`config.mk`:
```
export PLATFORM = sky130hd
export DESIGN_NAME = cpu_state_sequencer_flat
export DESIGN_NICKNAME = d
export VERILOG_FILES = /design/src/rtl/cpu_pkg.sv /design/src/rtl/cpu_state_sequencer_if.sv /design/src/rtl/perf_counter.sv /design/src/rtl/cpu_state_sequencer.sv /design/src/flat_wrapper.sv
export SDC_FILE = /design/constraint.sdc
export NUM_CORES = 1
export LEC_CHECK = 0
export ABC_AREA = 1
export BUFFER_PORTS_ARGS = -buffer_cell sky130_fd_sc_hd__buf_2
export CORE_MARGIN = 3
export CORE_UTILIZATION = 40
export CTS_BUF_LIST = sky130_fd_sc_hd__clkbuf_4
export CTS_CLUSTER_DIAMETER = 100
export CTS_CLUSTER_SIZE = 12
export DETAILED_ROUTE_END_ITERATION = 10
export PLACE_DENSITY = 0.72
export SYNTH_ARGS = -nofsm -noshare
export SYNTH_HDL_FRONTEND = slang
export SYNTH_HIERARCHICAL = 1
export SYNTH_SLANG_ARGS = --single-unit
```
`constraint.sdc`:
```
create_clock -name clk -period 1.48 [get_ports clk]
set_input_delay 0.148 -clock clk [delete_from_list [all_inputs] [get_ports clk]]
set_output_delay 0.148 -clock clk [all_outputs]
set_load 0.01 [all_outputs]
```
`src/rtl/cpu_pkg.sv`:
```
// rtl/cpu_pkg.sv - shared CPU state encoding, counter modes and sequencing helper
package cpu_pkg;

    localparam logic [3:0] ST_HALT   = 4'd0;
    localparam logic [3:0] ST_FETCH  = 4'd1;
    localparam logic [3:0] ST_DECODE = 4'd2;
    localparam logic [3:0] ST_EXEC1  = 4'd3;
    localparam logic [3:0] ST_EXEC2  = 4'd4;

    localparam int CNT_W = 32;

    typedef enum logic {
        CNT_WRAP     = 1'b0,
        CNT_SATURATE = 1'b1
    } cnt_mode_e;

    // Unstalled successor of a state; EXEC2 leaves to HALT when the new PC is zero
    function automatic logic [3:0] nominal_next(input logic [3:0] cur, input logic pc_zero);
        case (cur)
            ST_FETCH:  return ST_DECODE;
            ST_DECODE: return ST_EXEC1;
            ST_EXEC1:  return ST_EXEC2;
            ST_EXEC2:  return pc_zero ? ST_HALT : ST_FETCH;
            default:   return ST_HALT;
        endcase
    endfunction

endpackage

```
`src/rtl/cpu_state_sequencer_if.sv`:
```
// rtl/cpu_state_sequencer_if.sv - control/status bundle between the sequencer and the control unit
interface cpu_state_sequencer_if;
    import cpu_pkg::*;

    logic             waitrequest;
    logic             memread;
    logic             memwrite;
    logic             div_mult_busy;
    logic             pc_next_zero;
    logic [3:0]       state;
    logic             active;
    logic             bus_timeout;
    logic [CNT_W-1:0] instr_count;
    logic [CNT_W-1:0] stall_count;

    modport master (
        output waitrequest, memread, memwrite, div_mult_busy, pc_next_zero,
        input  state, active, bus_timeout, instr_count, stall_count
    );

    modport slave (
        input  waitrequest, memread, memwrite, div_mult_busy, pc_next_zero,
        output state, active, bus_timeout, instr_count, stall_count
    );

endinterface

```
`src/rtl/perf_counter.sv`:
```
// rtl/perf_counter.sv - 32-bit event counter, wrapping or saturating
module perf_counter
    import cpu_pkg::*;
#(
    parameter cnt_mode_e MODE = CNT_WRAP
) (
    input  logic             clk,
    input  logic             reset,
    input  logic             en,
    output logic [CNT_W-1:0] count
);

    logic at_limit;

    // Saturating counters stop at all-ones; wrapping counters roll over naturally
    always_comb begin
        at_limit = (MODE == CNT_SATURATE) && (count == '1);
    end

    // Count one per enabled cycle
    always_ff @(posedge clk) begin
        if (reset) begin
            count <= '0;
        end else if (en && !at_limit) begin
            count <= count + 1'b1;
        end
    end

endmodule

```
`src/rtl/cpu_state_sequencer.sv`:
```
// rtl/cpu_state_sequencer.sv - CPU fetch/decode/execute sequencer with stall accounting and bus timeout
module cpu_state_sequencer
    import cpu_pkg::*;
#(
    parameter int TIMEOUT = 256
) (
    input  logic                  clk,
    input  logic                  reset,
    cpu_state_sequencer_if.slave  bus
);

    localparam int RUN_W = $clog2(TIMEOUT + 1);

    logic [3:0]       state_q;
    logic [RUN_W-1:0] run_q;
    logic             timeout_q;

    logic running;
    logic bus_stall;
    logic div_stall;
    logic hold;
    logic timeout_hit;
    logic exec2_exit;

    // Stall decode: DECODE never waits on the bus, HALT ignores everything
    always_comb begin
        running     = (state_q != ST_HALT);
        bus_stall   = running && (state_q != ST_DECODE) &&
                      (bus.memread || bus.memwrite) && bus.waitrequest;
        div_stall   = (state_q == ST_EXEC2) && bus.div_mult_busy;
        hold        = bus_stall || div_stall;
        timeout_hit = bus_stall && (run_q == RUN_W'(TIMEOUT - 1));
        exec2_exit  = (state_q == ST_EXEC2) && !hold;
    end

    // Main sequencer: timeout wins over everything except reset
    always_ff @(posedge clk) begin
        if (reset) begin
            state_q <= ST_FETCH;
        end else if (timeout_hit) begin
            state_q <= ST_HALT;
        end else if (running && !hold) begin
            state_q <= nominal_next(state_q, bus.pc_next_zero);
        end
    end

    // Consecutive bus-stall run length; any non-bus-stall cycle clears it
    always_ff @(posedge clk) begin
        if (reset) begin
            run_q <= '0;
        end else if (bus_stall) begin
            run_q <= run_q + 1'b1;
        end else begin
            run_q <= '0;
        end
    end

    // Sticky timeout flag
    always_ff @(posedge clk) begin
        if (reset) begin
            timeout_q <= 1'b0;
        end else if (timeout_hit) begin
            timeout_q <= 1'b1;
        end
    end

    perf_counter #(.MODE(CNT_WRAP)) u_instr_count (
        .clk   (clk),
        .reset (reset),
        .en    (exec2_exit),
        .count (bus.instr_count)
    );

    perf_counter #(.MODE(CNT_SATURATE)) u_stall_count (
        .clk   (clk),
        .reset (reset),
        .en    (hold),
        .count (bus.stall_count)
    );

    assign bus.state       = state_q;
    assign bus.active      = running;
    assign bus.bus_timeout = timeout_q;

endmodule

```
`src/flat_wrapper.sv`:
```
// flat-port wrapper written by rule: the top's interface ports become plain ports
module cpu_state_sequencer_flat import cpu_pkg::*;
#(
    parameter int TIMEOUT = 256
)
  (clk, reset, bus_waitrequest, bus_memread, bus_memwrite, bus_div_mult_busy, bus_pc_next_zero, bus_state, bus_active, bus_bus_timeout, bus_instr_count, bus_stall_count);
  cpu_state_sequencer_if bus_i ();
  input  logic clk;
  input  logic reset;
  input wire logic [$bits(bus_i.waitrequest)-1:0] bus_waitrequest;
  input wire logic [$bits(bus_i.memread)-1:0] bus_memread;
  input wire logic [$bits(bus_i.memwrite)-1:0] bus_memwrite;
  input wire logic [$bits(bus_i.div_mult_busy)-1:0] bus_div_mult_busy;
  input wire logic [$bits(bus_i.pc_next_zero)-1:0] bus_pc_next_zero;
  output wire logic [$bits(bus_i.state)-1:0] bus_state;
  output wire logic [$bits(bus_i.active)-1:0] bus_active;
  output wire logic [$bits(bus_i.bus_timeout)-1:0] bus_bus_timeout;
  output wire logic [$bits(bus_i.instr_count)-1:0] bus_instr_count;
  output wire logic [$bits(bus_i.stall_count)-1:0] bus_stall_count;
  assign bus_i.waitrequest = bus_waitrequest;
  assign bus_i.memread = bus_memread;
  assign bus_i.memwrite = bus_memwrite;
  assign bus_i.div_mult_busy = bus_div_mult_busy;
  assign bus_i.pc_next_zero = bus_pc_next_zero;
  assign bus_state = bus_i.state;
  assign bus_active = bus_i.active;
  assign bus_bus_timeout = bus_i.bus_timeout;
  assign bus_instr_count = bus_i.instr_count;
  assign bus_stall_count = bus_i.stall_count;
  cpu_state_sequencer #(.TIMEOUT(TIMEOUT)) u_core (.clk(clk), .reset(reset), .bus(bus_i));
endmodule
```
==> flow_metrics.env, run 1 <==
export IMPL_run_status="finished with violations"
export IMPL_failed_checks="negative setup slack"
export IMPL_critPathLaunch="u_core/bus.state[0]"
export IMPL_die_w_um=111
export IMPL_reg2reg_depth=11
export IMPL_yosysWarnings=6
export IMPL_finalCriticalPeriod_ps=1730
export IMPL_antenna_found_initial=0
export IMPL_synthCells=668
export IMPL_num_vias=5191
export IMPL_place_congestion=0.952
export IMPL_period_share_pct=117
export IMPL_drive_above_1_share_pct=43.4
export IMPL_cp_end_kind="register"
export IMPL_drt_iter0_markers=367
export IMPL_wire_per_inst_um=14.2
export IMPL_drt_pass1_iterations=6
export IMPL_nets=861
export IMPL_ys_top_cells_by_count="151 x nand2_1, 128 x nor2_1, 77 x dfxtp_1"
export IMPL_std_cell_rows=37
export IMPL_rrSetupSlack_ps=-250
export IMPL_powerDensity_nw_per_um2=663
export IMPL_finalSetupTns_ps=-6530
export IMPL_synth_top_cell_by_area="dfxtp_1"
export IMPL_use_met1_pct=26.9
export IMPL_cts_tree="built"
export IMPL_setup_slack_ps=-253
export IMPL_die_area_um2=12400
export IMPL_hp_start="bus_pc_next_zero"
export IMPL_r2r_end="u_core/u_instr_count/count[10]"
export IMPL_whs_ps=83.3
export IMPL_viasPerCell=5.23
export IMPL_hold_viol=0
export IMPL_root_buffer="clkbuf_4"
export IMPL_drc_errors=0
export IMPL_grt_max_degree=30
export IMPL_fmax_mhz=577
export IMPL_critPathRequiredTime_ps=1850
export IMPL_pre_cts_ws_ps=-195
export IMPL_cts_max_level=3
export IMPL_hold_depth=6
export IMPL_hold_class="primary input to register"
export IMPL_synth_area_top_cells="dfxtp_1 35%, nand2_1 13%, nor2_1 11%"
export IMPL_cts_made_buffers=9
export IMPL_synth_edff_count=0
export IMPL_globalRouteOverflowTotal=0
export IMPL_hold_end="u_core/bus.state[0]"
export IMPL_maxCapViolations=0
export IMPL_worstSkewPairLatency_ps=470
export IMPL_start_util_pct=42.0
export IMPL_synthArstFlopShare_pct=0
export IMPL_clock_path_buffers=2
export IMPL_clkSinkCount=77
export IMPL_crit_path_start_kind="register"
export IMPL_setup_violations=63
export IMPL_met2_usage_pct=35.5
export IMPL_drv_slew=0
export IMPL_muxShareOfSynthArea_pct=0
export IMPL_p_leak_nw=2.92
export IMPL_hpwl_um=9360
export IMPL_crit_type="register to register"
export IMPL_ys_ff_latch=77
export IMPL_synth_compound_area_share_pct=7.05
export IMPL_drt_total_wl_um=14100
export IMPL_drt_antenna_violating_nets=0
export IMPL_synth_top_family_by_area="simple AND/OR/NAND/NOR gates"
export IMPL_port_buffer_count=75
export IMPL_synth_distinct_cells=39
export IMPL_ys_seq_area_share_pct=34.7
export IMPL_fp_coreArea_um2=10600
export IMPL_synth_top_cell_area_share_pct=34.7
export IMPL_clk_pin_slew_worst_paths_ps=140
export IMPL_rsz0062_at_grt="true"
export IMPL_fin_worst_skew_ps=21.3
export IMPL_pin_count=77
export IMPL_synth_most_common_cell="nand2_1"
export IMPL_top_usage_layer="met2"
export IMPL_first_global_vias=4906
export IMPL_irDropWorstVdd_mv=0.357
export IMPL_dieHeight_um=111
export IMPL_grt_total_usage_pct=21.3
export IMPL_synthSimpleGateAreaFrac_pct=47.5
export IMPL_synth_area_per_cell_um2=6.64
export IMPL_use_met3_pct=4.86
export IMPL_synth_fp_nets=679
export IMPL_r2r_start="u_core/bus.state[0]"
export IMPL_crit_path_max_fanout=4
export IMPL_power_mw=4.33
export IMPL_syn_area_um2=4440
export IMPL_critPathArrivalTime_ps=2110
export IMPL_syn_to_final_growth_pct=47.2
export IMPL_synth_fa_ha_area_share_pct=1.13
export IMPL_grt_pass1_wl_um=22200
export IMPL_synth_xor_area_share_pct=1.58
export IMPL_synth_flop_cell="dfxtp_1"
how the worst max path moves through the flow:
stage	to
6_report	u_core/u_instr_count/count[10]
5_1_grt	u_core/u_instr_count/count[25]
4_1_cts	u_core/u_instr_count/count[28]
3_5_place_dp	u_core/u_instr_count/count[28]
3_3_place_gp	u_core/u_instr_count/count[24]
2_1_floorplan	u_core/u_instr_count/count[24]
layout by cell type, fill, tap and decap left out, drive strengths merged:
master	netlist	layout
dlygate4sd3	0	1
diode	0	1
o21ai	9	9
nand3b	6	9
or2	1	1
nor3	8	8
nor3b	1	1
a21oi	45	45
a31o	1	1
nand4	25	25
nand3	66	66
o21a	2	2
buf	11	180
conb	1	1
and3	2	2
clkinv	1	3
ha	4	4
nor2	160	160
clkbuf	3	10
xor2	3	3
bufinv	0	1
inv	65	69
a31oi	3	3
nand2	169	169
xnor2	5	5
dfxtp	77	77
stage by stage:
| stage | instance area (µm²) | utilization [%] | instances |
|---|---|---|---|
| final | 6530 | 61.9 | 992 |
| after global routing | 6530 | 61.8 | 991 |
| after CTS | 6150 | 58.3 | 984 |
| after detailed placement | 5560 | 52.7 | 943 |
| after global placement | 5560 | 52.7 | 943 |
| after floorplan | 4530 | - | 668 |
layout make-up:
cell class | count | area, µm²
Antenna cell | 1 | 2.50
Clock buffer | 9 | 67.6
Clock inverter | 7 | 71.3
Fill cell | 876 | 4030
Inverter | 66 | 263
Multi-Input combinational cell | 514 | 3120
Sequential cell | 77 | 1580
Tap cell | 136 | 170
Timing Repair Buffer | 182 | 1260
sequential cells by signal, indices dropped and copies added (netlist names):
signal	cells
u_core/u_stall_count/count	32
u_core/bus.bus_timeout	1
u_core/u_instr_count/count	32
u_core/bus.state	3
u_core/run_q	9
power breakdown:
group | internal [mW] | switching [mW] | total (mW)
logic | 0.349 | 0.431 | 0.779
registers | 2.12 | 0.0487 | 2.17
clock network | 0.526 | 0.852 | 1.38
total | 2.99 | 1.33 | 4.33
per-layer routing:
layer,vias to the layer above,routed length (µm)
met2,220,6760
met4,0,393
met3,33,1060
met5,-,0
li1,2530,-
met1,2408,5870
what timing repair did:
action,4_1_cts,5_1_grt
resized for setup,68,83
gates cloned,4,1
setup buffers,22,10
endpoints found under the setup margin,64,68
pin swaps,26,39
hold buffers,1,0
hold endpoints to repair,5,0
cells by family after synthesis:
kind of cell | after synthesis
xor gates and xnor gates | 8
and+or+nand+nor | 438
adders and majority gates | 4
AOI/OAI and AO/OA | 60
buffers and inverters | 80
DFF | 77
other | 1
worst max-delay path, stage by stage, from the launching register on:
cell and delay [ps]:
dfxtp_4 390, nor2_4 160, nand3_4 140, nand3_4 140, nor2_4 70, buf_4 140
buf_4 120, buf_4 130, nand2_1 70, nor2_2 50, o21ai_0 190, a21oi_1 60
(Power assumes the default switching activity.)
==> inputs of run 2 (changes only) <==
CTS_BUF_LIST = default   (was sky130_fd_sc_hd__clkbuf_4)
PLACE_DENSITY = 0.69   (was 0.72)
clock period = 2 ns   (was 1.48 ns; I/O delays follow)
==> run 2 against run 1 <==
  * The flow now finishes without violations
  * Register-to-register slack improved by 390 ps
  * Clock skew shrank 9.9 ps
  * Highest routed layer unchanged
  * Sequential cell count unchanged
  * Non-clock buffer count is 99 lower
  * Final area down 21%
==> flow_metrics.env, run 2 (synthesized netlist as in run 1, its figures left out) <==
export IMPL_worst_path_max_delay_cell="dfxtp_1"
export IMPL_period_share_pct=93.0
export IMPL_die_w_um=111
export IMPL_maxCapViolations=0
export IMPL_met2_length_um=5190
export IMPL_drc_errors=0
export IMPL_dieHeight_um=111
export IMPL_antenna_found_initial=0
export IMPL_wl_met1_um=5420
export IMPL_fin_worst_skew_ps=11.4
export IMPL_fillers=1115
export IMPL_cts_tree="built"
export IMPL_wire_per_inst_um=12.7
export IMPL_num_vias=4541
export IMPL_viasPerCell=5.11
export IMPL_p_leak_nw=2.18
export IMPL_p_sw_share_pct=27.9
export IMPL_finalCriticalPeriod_ps=1860
export IMPL_antenna_cells=0
export IMPL_powerDensity_nw_per_um2=578
export IMPL_cp_common_cell="nand2_1"
export IMPL_start_util_pct=42.0
export IMPL_port_buffer_count=75
export IMPL_nets=759
export IMPL_irDropWorstVdd_mv=0.267
export IMPL_r2r_end="u_core/u_stall_count/count[12]"
export IMPL_fmax_mhz=537
export IMPL_first_global_vias=4072
export IMPL_p_clk_share_pct=35.5
export IMPL_rrSetupSlack_ps=140
export IMPL_place_congestion=0.900
export IMPL_die_area_um2=12400
export IMPL_hpwl_um=8680
export IMPL_hold_depth=2
export IMPL_drt_pass1_iterations=5
export IMPL_std_cell_rows=37
export IMPL_fin_cells=888
export IMPL_hp_start="reset"
export IMPL_comb_power_share_pct=10.8
export IMPL_crit_type="register to register"
export IMPL_finalSetupTns_ps=0
export IMPL_setup_violations=0
export IMPL_top_layer="met4"
export IMPL_drt_antenna_violating_nets=0
export IMPL_worst_pin_slew_ps=913
export IMPL_final_common_cell="nand2_1"
export IMPL_hold_viol=0
export IMPL_power_mw=2.98
export IMPL_grt_max_degree=30
export IMPL_grt_pass1_wl_um=19100
export IMPL_sequentialPowerShare_pct=53.7
export IMPL_worstSkewPairLatency_ps=350
export IMPL_run_status="finished, final reports clean"
export IMPL_setup_slack_ps=139
export IMPL_crit_path_start_kind="register"
export IMPL_drt_iter0_markers=294
export IMPL_root_buffer="clkbuf_8"
export IMPL_cp_end_kind="register"
export IMPL_cts_max_level=3
export IMPL_pin_count=77
export IMPL_reg2reg_depth=11
export IMPL_critPathRequiredTime_ps=2240
export IMPL_slew_headroom_pct=39.1
export IMPL_drt_total_wl_um=11300
export IMPL_largest_registers="u_core/u_instr_count/count x32, u_core/u_stall_count/count x32, u_core/run_q x9"
export IMPL_syn_to_final_growth_pct=16.0
export IMPL_fp_coreArea_um2=10600
export IMPL_pre_cts_ws_ps=76.2
export IMPL_drv_slew=0
export IMPL_drive_above_1_share_pct=21.4
export IMPL_clock_path_buffers=2
export IMPL_crit_path_max_fanout=29
export IMPL_crit_path_cell_trace="ha_1, nand2_1, nor2_4, nand2_4, nor2_1, nand2_1, buf_4, nand3_1, nand2_1, nand2_1, nor2_1"
export IMPL_power_switching_mw=0.830
export IMPL_final_cell_mix="151 x nand2_1, 128 x nor2_1, 75 x buf_2, 75 x dfxtp_1, 62 x nand3_1"
export IMPL_cp_slowest_stage_delay_ps=420
export IMPL_clk_pin_slew_worst_paths_ps=80
export IMPL_r2r_start="u_core/u_stall_count/count[1]"
export IMPL_cts_made_buffers=9
export IMPL_grt_total_usage_pct=18.2
export IMPL_globalRouteOverflowTotal=0
export IMPL_clkSinkCount=77
export IMPL_hold_end="u_core/u_stall_count/count[4]"
export IMPL_hold_buffers=0
export IMPL_met3_length_um=561
export IMPL_hold_class="primary input to register"
export IMPL_dp_cells=870
export IMPL_internal_power_mw=2.15
export IMPL_critPathArrivalTime_ps=2100
## run 2: cell count changes in the layout (fill, tap and decap cells not counted), moves of 13 or more
cell | before | now
nor2_1 | 106 | 128
nand2_2 | 29 | 16
buf_6 | 14 | 0
buf_4 | 91 | 8
nand3_2 | 19 | 2
dfxtp_2 | 15 | 2
dfxtp_1 | 58 | 75
nand3_1 | 41 | 62
nand2_1 | 132 | 151
## run 2: per-stage QoR
stage / hold WS (ps) / area [µm²] / utilization [%]
floorplan: 269 / 4440 / -
global placement: 426 / 4920 / 46.6
detailed placement: 442 / 4920 / 46.6
CTS: 138 / 5090 / 48.2
global route: 144 / 5150 / 48.8
finish: 142 / 5150 / 48.8
## run 2: worst max path at each step
stage / startpoint / end / slack, ps / cells past startpoint
global placement: u_core/bus.state[2] / u_core/u_instr_count/count[24] / 180 / 13
global route: u_core/bus.state[1] / u_core/u_stall_count/count[23] / -1 / 11
CTS: u_core/bus.state[2] / u_core/u_instr_count/count[24] / 50 / 13
floorplan: u_core/bus.state[2] / u_core/u_stall_count/count[23] / 290 / 11
detailed placement: u_core/bus.state[2] / u_core/u_instr_count/count[24] / 80 / 13
finish: u_core/u_stall_count/count[1] / u_core/u_stall_count/count[12] / 140 / 11
## run 2: critical path, delay by kind of cell (launching register included)
family	cells	cell delay [ps]
DFF	1	420
adders and majority gates	1	240
buffers and inverters	1	230
and+or+nand+nor	9	850
## run 2: power by group through the flow
stage                     Combinational, mW  Sequential [mW]  Clock (mW)
final                                 0.321             1.60        1.06
after global routing                  0.358             1.60        1.17
after detailed placement              0.315             1.63           0
after floorplan                       0.202             1.64           0
after global placement                0.308             1.62           0
after CTS                             0.317             1.59        1.09
## run 2: final cells by class
cell class              count  area (µm²)  area share [%]
repair buffers             83         435            8.46
clock inverters             4        23.8           0.462
multi-input cells         511        2580            50.2
flip-flops and latches     77        1540            30.0
well taps                 136         170            3.31
clock buffers              11         141            2.75
inverters                  66         250            4.86
## run 2: what timing repair did
action | 4_1_cts | 5_1_grt
endpoints found under the setup margin | 0 | 16
setup buffers | 0 | 3
gates resized for setup | 0 | 9
## run 2: routing by layer
metal / vias to the layer above / global-route usage [%]
met3: 15 / 3.22
met4: 0 / 5.84
met2: 115 / 29.2
met5: - / 0
met1: 2094 / 24.9
li1: 2317 / -
